File: src/rtl/deserializer_fifo_if.sv
// Handshake bundle between the deserializer FIFO and its word consumer / bit source.
// parity_err is present only when DESER_PARITY_EN is defined.
interface deserializer_fifo_if #(
   parameter int WORD_W = 8,
   parameter int DEPTH  = 4
);
   logic                      data_in;
   logic                      write_in;
   logic                      ack_in;
   logic [WORD_W-1:0]         data_out;
   logic                      data_ready;
   logic                      status_out;
   logic [$clog2(DEPTH):0]    count_out;
`ifdef DESER_PARITY_EN
   logic                      parity_err;

   modport slave  (input  data_in, write_in, ack_in,
                   output data_out, data_ready, status_out, count_out, parity_err);
   modport master (output data_in, write_in, ack_in,
                   input  data_out, data_ready, status_out, count_out, parity_err);
`else
   modport slave  (input  data_in, write_in, ack_in,
                   output data_out, data_ready, status_out, count_out);
   modport master (output data_in, write_in, ack_in,
                   input  data_out, data_ready, status_out, count_out);
`endif
endinterface

File: src/rtl/deserializer_fifo.sv
// Bit-serial to WORD_W-bit word assembler feeding a DEPTH-entry FIFO with ready/ack pop.
// Define DESER_PARITY_EN to add a trailing even-parity bit per frame and a per-word error flag.
module deserializer_fifo #(
   parameter int WORD_W    = 8,
   parameter int DEPTH     = 4,
   parameter bit MSB_FIRST = 1'b0
) (
   input  logic                clock,
   input  logic                reset,
   deserializer_fifo_if.slave  bus
);
   localparam int PTR_W = $clog2(DEPTH);
   localparam int CNT_W = PTR_W + 1;
`ifdef DESER_PARITY_EN
   localparam int FRAME = WORD_W + 1;
`else
   localparam int FRAME = WORD_W;
`endif
   localparam int BIT_W = $clog2(FRAME);

   logic [BIT_W-1:0]  r_bit_cnt;
   logic [WORD_W-1:0] r_shift;
   logic [WORD_W-1:0] w_shift_nxt;
   logic [WORD_W-1:0] w_word;
   logic [WORD_W-1:0] r_mem [DEPTH];
   logic [PTR_W-1:0]  r_wr_ptr;
   logic [PTR_W-1:0]  r_rd_ptr;
   logic [CNT_W-1:0]  r_count;
   logic              w_ready;
   logic              w_full;
   logic              w_accept;
   logic              w_last;
   logic              w_push;
   logic              w_pop;

   assign w_ready  = (r_count != '0);
   assign w_full   = (r_count == CNT_W'(DEPTH));
   assign w_accept = bus.write_in & ~w_full;
   assign w_last   = (r_bit_cnt == BIT_W'(FRAME - 1));
   assign w_push   = w_accept & w_last;
   assign w_pop    = bus.ack_in & w_ready;

   always_comb begin
      w_shift_nxt = r_shift;
      if (MSB_FIRST)
         w_shift_nxt = {r_shift[WORD_W-2:0], bus.data_in};
      else
         w_shift_nxt = {bus.data_in, r_shift[WORD_W-1:1]};
   end

`ifdef DESER_PARITY_EN
   // The trailing bit is parity, so the data word is already complete in r_shift.
   logic r_err_mem [DEPTH];
   logic w_err;
   assign w_word = r_shift;
   assign w_err  = (^r_shift) ^ bus.data_in;
`else
   assign w_word = w_shift_nxt;
`endif

   always_ff @(posedge clock or negedge reset) begin
      if (!reset) begin
         r_bit_cnt <= '0;
         r_shift   <= '0;
      end else if (w_accept) begin
         if (w_last) begin
            r_bit_cnt <= '0;
            r_shift   <= '0;
         end else begin
            r_bit_cnt <= r_bit_cnt + BIT_W'(1);
            r_shift   <= w_shift_nxt;
         end
      end
   end

   always_ff @(posedge clock or negedge reset) begin
      if (!reset) begin
         r_wr_ptr <= '0;
         r_rd_ptr <= '0;
         r_count  <= '0;
      end else begin
         if (w_push)
            r_wr_ptr <= r_wr_ptr + PTR_W'(1);
         if (w_pop)
            r_rd_ptr <= r_rd_ptr + PTR_W'(1);
         // Push is impossible when full and pop impossible when empty, so no clamp is needed.
         case ({w_push, w_pop})
            2'b10:   r_count <= r_count + CNT_W'(1);
            2'b01:   r_count <= r_count - CNT_W'(1);
            default: r_count <= r_count;
         endcase
      end
   end

   always_ff @(posedge clock or negedge reset) begin
      if (!reset) begin
         for (int i = 0; i < DEPTH; i++) begin
            r_mem[i] <= '0;
`ifdef DESER_PARITY_EN
            r_err_mem[i] <= 1'b0;
`endif
         end
      end else if (w_push) begin
         r_mem[r_wr_ptr] <= w_word;
`ifdef DESER_PARITY_EN
         r_err_mem[r_wr_ptr] <= w_err;
`endif
      end
   end

   assign bus.data_out   = r_mem[r_rd_ptr];
   assign bus.data_ready = w_ready;
   assign bus.status_out = w_full;
   assign bus.count_out  = r_count;
`ifdef DESER_PARITY_EN
   assign bus.parity_err = w_ready & r_err_mem[r_rd_ptr];
`endif

endmodule

File: src/flat_wrapper.sv
// flat-port wrapper written by rule: the top's interface ports become plain ports
module deserializer_fifo_flat 
#(
   parameter int WORD_W    = 8,
   parameter int DEPTH     = 4,
   parameter bit MSB_FIRST = 1'b0
)
  (clock, reset, bus_data_in, bus_write_in, bus_ack_in, bus_data_out, bus_data_ready, bus_status_out, bus_count_out);
  deserializer_fifo_if #(.WORD_W(WORD_W), .DEPTH(DEPTH)) bus_i ();
  input  logic clock;
  input  logic reset;
  input wire logic [$bits(bus_i.data_in)-1:0] bus_data_in;
  input wire logic [$bits(bus_i.write_in)-1:0] bus_write_in;
  input wire logic [$bits(bus_i.ack_in)-1:0] bus_ack_in;
  output wire logic [$bits(bus_i.data_out)-1:0] bus_data_out;
  output wire logic [$bits(bus_i.data_ready)-1:0] bus_data_ready;
  output wire logic [$bits(bus_i.status_out)-1:0] bus_status_out;
  output wire logic [$bits(bus_i.count_out)-1:0] bus_count_out;
  assign bus_i.data_in = bus_data_in;
  assign bus_i.write_in = bus_write_in;
  assign bus_i.ack_in = bus_ack_in;
  assign bus_data_out = bus_i.data_out;
  assign bus_data_ready = bus_i.data_ready;
  assign bus_status_out = bus_i.status_out;
  assign bus_count_out = bus_i.count_out;
  deserializer_fifo #(.WORD_W(WORD_W), .DEPTH(DEPTH), .MSB_FIRST(MSB_FIRST)) u_core (.clock(clock), .reset(reset), .bus(bus_i));
endmodule
File: config.mk
export PLATFORM = sky130hd
export DESIGN_NAME = deserializer_fifo_flat
export DESIGN_NICKNAME = d
export VERILOG_FILES = /design/src/rtl/deserializer_fifo_if.sv /design/src/rtl/deserializer_fifo.sv /design/src/flat_wrapper.sv
export SDC_FILE = /design/constraint.sdc
export NUM_CORES = 1
export LEC_CHECK = 0
export ABC_AREA = 0
export CAP_MARGIN = 10
export CORE_MARGIN = 5
export CORE_UTILIZATION = 51
export CTS_CLUSTER_SIZE = 28
export DETAILED_ROUTE_END_ITERATION = 12
export PLACE_DENSITY_LB_ADDON = 0.3
export SLEW_MARGIN = 20
export SYNTH_ARGS = -nofsm -noshare
export SYNTH_HDL_FRONTEND = slang
export SYNTH_SLANG_ARGS = --single-unit
File: constraint.sdc
create_clock -name clock -period 2.1 [get_ports clock]
set_input_delay 0.63 -clock clock [delete_from_list [all_inputs] [get_ports clock]]
set_output_delay 0.63 -clock clock [all_outputs]
set_load 0.1 [all_outputs]
==> Word-level counts from Yosys, hierarchy flattened <==
Cells that the tools add are included.
{ "totals": {"in_bits": 5, "out_inout_bits": 13, "elab_cells": 39, "ff_bits": 50} }
{ "op_classes": {"addsub": 5, "eq_ne": 4, "magnitude_cmp": 3, "n_reduce_logical": 3, "bitwise": 6, "muxes": 9} }
{ "ops": {"columns": ["operator", "n"], "rows": [
  ["$bwmux 32", 1],
  ["$mux 8", 4],
  ["$bmux 8 s2", 1],
  ["$demux 8 s2", 1],
  ["$add 3x1->3 const B", 2],
  ["$eq 3x3->1 const B", 2],
  ["$ge 3x3->1 const B", 2],
  ["$not 2->3", 2],
  ["$pmux 3 s2", 1],
  ["$add 2x1->2 const B", 2],
  ["$and 1x1->1", 3],
  ["$lt 3x1->1 const B", 1],
  ["$mux 3", 1],
  ["$reduce_bool 3->1", 1],
  ["$sub 3x1->3 const B", 1],
  ["$eq 2x1->1 const B", 1],
  ["$eq 2x2->1 const B", 1],
  ["$reduce_bool 2->1", 1],
  ["$logic_and 1x1->1", 1],
  ["$not 1->1", 1]
]} }

==> Depth between registers and ports, before layout <==
{ "logic_depth": {"ltp_word": 6, "mapped_depth": 12, "ltp_nobuf": 11} }

==> Worst setup path before layout <==
No wires, ideal clock.
{ "synth_timing": {"kind": "reg2reg", "startpoint": "reg u_core.r_count[2] (netlist: u_core.bus.count_out[2])", "endpoint": "reg u_core.r_count[2] (netlist: u_core.bus.count_out[2])", "path_stages_with_launch": 10, "setup_ps": 163, "setup_slack_ps": -1360, "arrival_time_ps": 3297, "t_required_ps": 1937, "period_less_slack_ps": 3460, "cell_sequence": "dfrtp_1 nor3b_4 nor2_1 inv_1 ha_1 inv_1 fa_1 xor2_1 nor2_1 xor2_1"} }
{ "synth_between": {"elab_chain_cells": 6} }
{ "synth_rtl": {"columns": ["element", "line", "text"], "rows": [
  ["start: declaration", "deserializer_fifo.sv:28", "logic [CNT_W-1:0] r_count;"],
  ["start signal: assignment", "deserializer_fifo.sv:88", "2'b10: r_count <= r_count + CNT_W'(1);"],
  ["start signal: assignment", "deserializer_fifo.sv:89", "2'b01: r_count <= r_count - CNT_W'(1);"],
  ["start signal: assignment", "deserializer_fifo.sv:90", "default: r_count <= r_count;"],
  ["$eq 3x3->1 (*)", "deserializer_fifo.sv:37", "assign w_full = (r_count == CNT_W'(DEPTH));"],
  ["via bus_status_out", "flat_wrapper.sv:17", "output wire logic [$bits(bus_i.status_out)-1:0] bus_status_out;"],
  ["$not 1->1 (*)", "deserializer_fifo.sv:38", "assign w_accept = bus.write_in & ~w_full;"],
  ["$and 1x1->1 (*)", "deserializer_fifo.sv:38", null],
  ["$and 1x1->1 (*)", "deserializer_fifo.sv:40", "assign w_push = w_accept & w_last;"],
  ["$eq 2x1->1 or $eq 2x2->1 (tied branches)", "deserializer_fifo.sv:87", "case ({w_push, w_pop})"],
  ["$pmux 3 s2 or $reduce_bool 2->1 (tied branches)", null, null]
]} }
The timed path passes the listed nets; every way through them passes the cells marked *.
A chain may end at the register's enable or synchronous reset.

==> Final worst setup path <==
{ "layout_timing": {"startpoint": "reg u_core.r_rd_ptr[0]", "endpoint": "out bus_data_out[4]"} }
{ "layout_between": {"elab_chain_cells": 4} }
{ "layout_rtl": {"columns": ["element", "line", "text"], "rows": [
  ["start: declaration", "deserializer_fifo.sv:27", "logic [PTR_W-1:0] r_rd_ptr;"],
  ["start signal: assignment", "deserializer_fifo.sv:85", "r_rd_ptr <= r_rd_ptr + PTR_W'(1);"],
  ["$not 2->3 (implied by the code)", "deserializer_fifo.sv:111", "assign bus.data_out = r_mem[r_rd_ptr];"],
  ["$bmux 8 s2", "deserializer_fifo.sv:111", null],
  ["$mux 8 (implied by the code) (2 in series)", "deserializer_fifo.sv:111", null],
  ["end: declaration", "flat_wrapper.sv:15", "output wire logic [$bits(bus_i.data_out)-1:0] bus_data_out;"]
]} }
No other way between the ends. The select of a mux whose other input is x is not followed.

==> impl_metrics.ini <==
[grt]
grt_pass1_vias = 1461
grt_use_total_pct = 15.8
grt_overflow_total = 0
grt_start_max_net_pins = 21
antenna_found_initial = 0
grt_pass1_wl_mm = 7.40

[cts]
clockBufferDepth = 2
clock_latency_ns = 0.30
clock_sinks = 49
cts_buffers = 5
cts_tree = done
cts-hold-fix-buffers = 0
clkTransAtPathRegs_ns = 0.09
htree_levels = 2
clock-root-buffer = clkbuf_8

[placement]
globalplace.congestion = 0.778
dpl_cell_area_sq_um = 2780
portBuffers = 17
numPlacedInstances = 228
hpwl_mm = 2.98

[timing]
tightest_slew_ns = 0.484
rsz0062_at_grt = true
post-route-min-period_ns = 2.21
post-route-period-util_pct = 105
holdWs_ns = 0.275
fmaxAchievable_mhz = 453
fin_skew_ns = 0.00839
setup_viol = 8
timing.final.ws_setup_ns = -0.105
drv_slew = 0
hold_violations = 0
timing.slew.headroom_pct = 67.7

[synthesis]
synth_nets = 159
syn_area_per_cell_sq_um = 15.5
synth_flop_cell = dfrtp_1
synthTopCellsByArea = dfrtp_1 (54%), mux2_2 (21%), mux4_2 (8.0%)
synth_common_cells = dfrtp_1 (49), mux2_2 (42), mux4_2 (8)
ys_seq_elements = 49
syn_inst = 146
synthesis.area_sq_um = 2260
ys_seq_area_share_pct = 54.2
synth.most_common_cell = dfrtp_1
synth_edf_count = 0
synth.distinct_cells = 23
synth_largest_area_cell = dfrtp_1
yosysTopAreaCellShare_pct = 54.2
yosys_warnings = 0
async_reset_ff_share_pct = 100

[floorplan]
dieArea_sq_um = 5870
core_area_sq_um = 4320
initial_core_util_pct = 52.3
io_pins = 18
rows = 24
die_w_um = 76.6
die_h_um = 76.6

[final_layout]
syn2layout_area_growth_pct = 29.3
drive_gt1_share_pct = 57.5
ff_latch_area_sq_um = 1230
multi_input_area_sq_um = 1020
final_nets = 198
postLayoutCellArea_sq_um = 2930
diodes = 0
final_cells = 238
filler_cell_count = 311

[worst_setup_path]
crit_fanout = 7
end_kind = output pin
crit_path_start_kind = flop
r2r_start = u_core.r_bit_cnt[0]
crit_slowest_cell = mux4_2
crit_arrival_ns = 1.58
slowest_delay_ns = 0.54
critical_path.cell_chain = buf_12 -> mux4_2 -> buf_12
crit_start = u_core.r_rd_ptr[0]
worstSetupPathType = reg -> out
cp_data_required_time_ns = 1.47
crit_path_frequent_cell = buf_12

[worst_hold_path]
hold_path.class = in -> async

[drt]
drt-total-wl_mm = 4.07
wire_per_inst_um = 17.1
firstDrtPassIters = 4
vias = 1295
first_iter_violations = 47
detail-route-antenna-nets = 0
avgViaCountPerCell = 5.44
post-route-drc-count = 0

[status]
violations = negative setup slack
status = complete, but fails checks

[job]
max_cap_violations = 0
[path summary, 6_finish.rpt]
path	to	slack, ns	cells past startpoint
setup reg to reg	u_core.bus.count_out[2]	0.14	11
hold / removal	u_core.r_mem[30]	0.27	1
setup / recovery	bus_data_out[4]	-0.11	3
max in group asynchronous	u_core.bus.count_out[2]	1.25	2
hold reg to reg	u_core.r_mem[15]	0.51	1
min in group clock	u_core.r_mem[15]	0.51	1
[through the flow]
stage / TNS [ns] / setup WS [ns] / utilization, %
finish: -0.753 / -0.105 / 67.7
global route: -1.16 / -0.156 / 67.7
CTS: -0.929 / -0.123 / 67.3
detailed placement: -3.56 / -0.225 / 64.4
global placement: -2.52 / -0.155 / 64.4
floorplan: -16.43 / -0.786 / -
[worst max-delay path, delay by kind of cell, from the launching register on]
family | cells | cell delay (ns)
multiplexers | 1 | 0.54
flip-flops | 1 | 0.40
buffers and inverters | 2 | 0.34
[flip-flops by register name, indices dropped and copies added (netlist names)]
register and count:
u_core.r_mem 32, u_core.r_shift 7, u_core.bus.count_out 3, u_core.r_bit_cnt 3, u_core.r_rd_ptr 2, u_core.r_wr_ptr 2
[layout by cell type (no fill, tap or decap), types with 2 or more instances in the layout]
cell and n:
nor2b_1 3, dfrtp_1 46, nand2_1 2, buf_12 15
clkdlybuf4s50_1 3, clkbuf_8 6, mux2_2 42, ha_2 2
xor2_1 3, inv_1 4, buf_4 16, mux4_2 8
nor2_1 2, and2b_1 4, inv_2 2, nor3b_2 4
xnor2_1 3, ha_1 4, dfrtp_4 2
[final cells by class]
type	count	share of cell area [%]
repair buffers	36	15.9
multi-input cells	87	34.9
clock buffers	7	2.95
flip-flops and latches	49	42.2
inverters	6	0.770
clock inverters	1	1.03
well taps	52	2.22
[repair_timing]
| action | in CTS | in global routing |
|---|---|---|
| endpoints found under the setup margin | 10 | 10 |
| gates resized for setup | 1 | 3 |
| pin swaps | 0 | 2 |
| setup buffers | 1 | 1 |
| endpoints found under the hold margin | 0 | 0 |
[layer usage]
layer / GRT usage, % / wire, um
met1: 20.7 / 1800
met2: 25.8 / 2090
met3: 4.02 / 116
met4: 4.72 / 59
met5: 0 / 0
[cells by family (layout without fill, tap and decap cells)]
| kind of cell | after synthesis | after routing | synth area share (%) |
|---|---|---|---|
| multiplexers | 51 | 51 | 29.3 |
| adder cells (fa/ha/maj) | 8 | 8 | 4.75 |
| AO/OA/AOI/OAI | 2 | 2 | 0.664 |
| buffers and inverters | 10 | 50 | 1.93 |
| XOR/XNOR | 6 | 6 | 2.32 |
| AND/OR/NAND/NOR | 20 | 20 | 6.86 |
| flip-flops | 49 | 49 | 54.2 |
Power is not shown: default switching activity piles up to over one toggle a cycle in this logic, so the estimate is an artifact.
